## src/rtl/inst_loader.sv

```systemverilog
// Boot-time instruction loader: assembles big-endian 16-bit words from a byte
// stream, writes them to the instruction store, then verifies an XOR checksum.
module inst_loader #(
    parameter int ADDR_W = 8,
    parameter int WORD_W = 16
) (
    input  logic              clk,
    input  logic              reset_n,
    input  logic              load_start,
    input  logic [7:0]        byte_in,
    input  logic              byte_valid,
    output logic              byte_ready,
    output logic              wr_en,
    output logic [ADDR_W-1:0] wr_addr,
    output logic [WORD_W-1:0] wr_data,
    output logic              busy,
    output logic              cpu_en,
    output logic              err
);

    typedef enum logic [2:0] {
        S_IDLE, S_COUNT, S_HI, S_LO, S_WRITE, S_CHK, S_DONE, S_FAIL
    } state_t;

    state_t            state_reg, state_next;
    logic [ADDR_W-1:0] addr_reg;
    logic [ADDR_W-1:0] count_reg;
    logic [7:0]        hi_reg;
    logic [7:0]        chk_reg;
    logic [ADDR_W-1:0] wr_addr_reg;
    logic [WORD_W-1:0] wr_data_reg;
    logic              accept;
    logic              start;

    // All outputs are decoded from state or registered; no input-to-output paths.
    assign byte_ready = (state_reg == S_COUNT) || (state_reg == S_HI) ||
                        (state_reg == S_LO)    || (state_reg == S_CHK);
    assign busy       = byte_ready || (state_reg == S_WRITE);
    assign wr_en      = (state_reg == S_WRITE);
    assign cpu_en     = (state_reg == S_DONE);
    assign err        = (state_reg == S_FAIL);
    assign wr_addr    = wr_addr_reg;
    assign wr_data    = wr_data_reg;

    assign accept = byte_valid && byte_ready;
    assign start  = load_start && !busy;

    always_ff @(posedge clk or negedge reset_n) begin
        if (!reset_n) begin
            state_reg <= S_IDLE;
        end else begin
            state_reg <= state_next;
        end
    end

    always_comb begin
        state_next = state_reg;
        case (state_reg)
            S_IDLE, S_DONE, S_FAIL: if (load_start) state_next = S_COUNT;
            S_COUNT:                if (byte_valid) state_next = S_HI;
            S_HI:                   if (byte_valid) state_next = S_LO;
            S_LO:                   if (byte_valid) state_next = S_WRITE;
            // A count of 1 here is the last word; a loaded count of 0 means a full image.
            S_WRITE:                state_next = (count_reg == ADDR_W'(1)) ? S_CHK : S_HI;
            S_CHK: begin
                if (byte_valid) begin
                    state_next = (chk_reg == byte_in) ? S_DONE : S_FAIL;
                end
            end
            default:                state_next = S_IDLE;
        endcase
    end

    always_ff @(posedge clk or negedge reset_n) begin
        if (!reset_n) begin
            addr_reg    <= '0;
            count_reg   <= '0;
            hi_reg      <= '0;
            chk_reg     <= '0;
            wr_addr_reg <= '0;
            wr_data_reg <= '0;
        end else begin
            if (start) begin
                addr_reg <= '0;
                chk_reg  <= '0;
            end
            if (accept && state_reg == S_COUNT) begin
                count_reg <= ADDR_W'(byte_in);
            end
            if (accept && state_reg == S_HI) begin
                hi_reg  <= byte_in;
                chk_reg <= chk_reg ^ byte_in;
            end
            // Capture the write address/data here so they are stable during WRITE.
            if (accept && state_reg == S_LO) begin
                wr_addr_reg <= addr_reg;
                wr_data_reg <= WORD_W'({hi_reg, byte_in});
                chk_reg     <= chk_reg ^ byte_in;
            end
            if (state_reg == S_WRITE) begin
                addr_reg  <= addr_reg + ADDR_W'(1);
                count_reg <= count_reg - ADDR_W'(1);
            end
        end
    end

endmodule
```

## config.mk

```make
export PLATFORM = sky130hd
export DESIGN_NAME = inst_loader
export DESIGN_NICKNAME = d
export VERILOG_FILES = /design/src/rtl/inst_loader.sv
export SDC_FILE = /design/constraint.sdc
export NUM_CORES = 1
export LEC_CHECK = 0
export CORE_MARGIN = 2
export CORE_UTILIZATION = 25
export CTS_CLUSTER_DIAMETER = 80
export DETAILED_ROUTE_END_ITERATION = 10
export PLACE_DENSITY = 0.52
export SYNTH_ARGS = -nofsm -noshare
export SYNTH_HDL_FRONTEND = slang
export SYNTH_SLANG_ARGS = --single-unit
```

## constraint.sdc

```tcl
create_clock -name clk -period 2.1 [get_ports clk]
set_clock_uncertainty 0.1 [all_clocks]
set_input_delay 0.42 -clock clk [delete_from_list [all_inputs] [get_ports clk]]
set_output_delay 0.42 -clock clk [all_outputs]
set_load 0.03 [all_outputs]
```

==> summary.md <==
| Metric | Value |
|---|---|
| # DRC | 0 |
| Syn Nets | between 200 and 300 |
| Post-Syn Area | roughly 2800 sq um |
| Avg WL per Cell | 14.33 microns |
| # port buffers | 40 |
| Max Clk Rate | 495.4 MHz |
| CTS tree | yes |
| Worst path slowest cell | or4_4 |
| DR iter-0 viols | 73 |
| #FFs+latches synth | 59 |
| Asr flop ratio synth | 100.0% |
| Measured slew at the worst slew-check pin | 336.4 ps |
| Post-Route WL | approximately 6.6 mm |
| Final setup fails | 0 |
| Drt pass-1 iters | 4 |
| Total track usage | 11.87% |
| Rel. slew slack | 77.50% |
| Tot Pwr | 5.414 mW |
| Ys flop type | dfrtp_1 |
| Full die area | 11970 sq um |
| Final min period | 2019 ps |
| Crit. End Element | register |
| Worst-case clock buffer depth | 2 |
| # Max-Cap Violations | 0 |
| Grt total ovfl | 0 |
| Critical path required time | 2290 ps |
| Layout Cells excl Fill | 460 |
| Core area | 10840 sq um |
| Num Clock Sinks | 59 |
| GPL Wtd Cong | 0.7758 |
| Rows | 38 |
| Clock transition at the registers of the reported paths | about 80 ps |
| Unique masters post-synth | 37 |
| Hold Slack | around 390 ps |
| Post-synthesis cell count | 248 |
| Antenna diodes | 0 |
| CP top delay family | simple AND/OR/NAND/NOR gates |
| Initial antenna violation count | 0 |
| Hold Path Class | reg -> reg |
| Mapped Avg Cell Area | 11.20 sq um |
| Die Y | 109.4 microns |
| Layout cell share with drive strength beyond 1 | between 20% and 30% |
| PD cells | about 1400 nW/um^2 |
| Largest net degree at the start of global routing | 60 |
| Commonest non-fill, non-tap cell in the layout | dfrtp_1 |
| Vias in the first global route | 2130 |
| LEAKAGE | 1.644 nW |
| Clk_lat worst skew | ~350 ps |
| Startpoint types | register |
| CP max FO | 6 |
| Cts bufs inserted | 9 |
| # H-tree levels | 3 |
| Post-synth EDFFs | 0 |
| Initial Util | 25.61% |
| Critical path buffers and inverters | 0 |
| Status | complete, no violations |
| Vias/cell | approximately 4.6 |
| Via count | between 2000 and 2500 |
| Most frequent cells in the layout | dfrtp_1 (58), clkdlybuf4s50_1 (34), mux2_2 (32) |
| TNS Setup | 0 ps |
| Crit-path cells | or4_4, or4b_4, a21oi_1, o22a_2 |
| Max reg flops | 16 |
| Worst stage delay on the critical path | approximately 570 ps |
| Critical path class | reg -> reg |
| Fin nets | 330 |
| Die width | 109.4 microns |
| Placed cell count | roughly 440 |
| Synth warn | 0 |
| Pins Over Slew Limit | 0 |
| RSZ-0062 raised after global routing | yes |
| Final period util | 96.12% |
| Final hold vios | 0 |
| Clock root cell | clkbuf_8 |
| I/O Pins | 41 |
| Register area share after synthesis | 53.18% |
| Area Overhead vs Synth | 36.23% |
| First-pass GRT wire length | 10.74 mm |
| Placed wire-length estimate | 4.519 mm |
| Antenna Nets Post-Route | 0 |
| Max VDD drop | 0.8121 mV |
| WP data arrival | around 2200 ps |
-- stage by stage --
| stage | area (sq um) | worst slack, ps | util, % |
|---|---|---|---|
| 2_1_floorplan | 2776 | 201.4 | - |
| 3_3_place_gp | 3555 | 34.74 | 32.79 |
| 3_5_place_dp | 3555 | -10.19 | 32.79 |
| 4_1_cts | 3767 | 2.177 | 34.75 |
| 5_1_grt | 3782 | -20.46 | 34.89 |
| 6_report | 3782 | 81.49 | 34.89 |
-- final timing paths --
kind | startpoint | to | slack [ps] | cells after the start
worst max-delay path | count_reg[4] | state_reg[0] | 80 | 4
worst min-delay path | chk_reg[1] | chk_reg[1] | 390 | 1
worst max register to register | count_reg[4] | state_reg[0] | 80 | 4
worst min register to register | chk_reg[1] | chk_reg[1] | 390 | 1
max in group asynchronous | reset_n | state_reg[1] | 1110 | 3
min in group asynchronous | reset_n | addr_reg[3] | 530 | 3
-- final cells by class --
cell class	instances	area [sq um]
Fill cell	1137	7058
Inverter	7	30.03
Timing Repair Buffer	68	671.9
Sequential cell	59	1478
Clock inverter	7	68.82
Tap cell	140	175.2
Multi-Input combinational cell	170	1235
Clock buffer	9	123.9
-- worst register-to-register path: stages (launching register included) --
cell and delay, ps:
dfrtp_1 450, or4_4 570, or4b_4 520, a21oi_1 160, o22a_2 160
-- where the power goes --
| group | switching, mW | total [mW] | internal (mW) | leakage (nW) |
|---|---|---|---|---|
| Clock | 0.483 | 1.03 | 0.542 | 0.0950 |
| Combinational | 1.24 | 2.46 | 1.22 | 0.815 |
| Sequential | 0.330 | 1.92 | 1.59 | 0.734 |
| Total | 2.05 | 5.41 | 3.36 | 1.64 |
-- cells in the mapped netlist, types with 3 or more instances --
master / count / area [sq um]
mux2_2: 32 / 360.4
mux2i_1: 12 / 120.1
a211oi_1: 3 / 22.52
dfrtp_1: 59 / 1476
and3_1: 3 / 18.77
a21oi_1: 15 / 75.07
nor2_1: 20 / 75.07
nor4_1: 3 / 18.77
nand2_1: 20 / 75.07
nor3_1: 5 / 25.02
ha_1: 3 / 37.54
o21ai_0: 10 / 50.05
nand3_1: 8 / 40.04
or3_1: 3 / 18.77
xor2_1: 8 / 70.07
buf_2: 6 / 30.03
inv_1: 7 / 26.28
clkbuf_1: 5 / 18.77
-- timing repair --
action / CTS / global route
hold endpoints to repair: 59 / 0
hold buffers: 1 / 0
endpoints found under the setup margin: 2 / 5
gates resized for setup: 2 / 4
buffers inserted: 1 / 0
-- kinds of logic after synthesis --
family                   after synthesis  synth area share, %
AND/OR/NAND/NOR                       73                13.16
flip-flops                            59                53.18
multiplexers                          44                17.31
AO/OA/AOI/OAI                         42                9.644
buffers and inverters                 19                2.839
XOR/XNOR                               8                2.524
adder cells (fa/ha/maj)                3                1.352
-- layer usage --
layer	routed length (microns)	global-route usage (%)	vias up
met4	123	5.425	0
met1	3197	16.33	1055
li1	-	-	1022
met2	3008	17.46	41
met3	262	3.023	11
met5	0	0	-
Note: power is estimated with default switching activity, not from simulation.
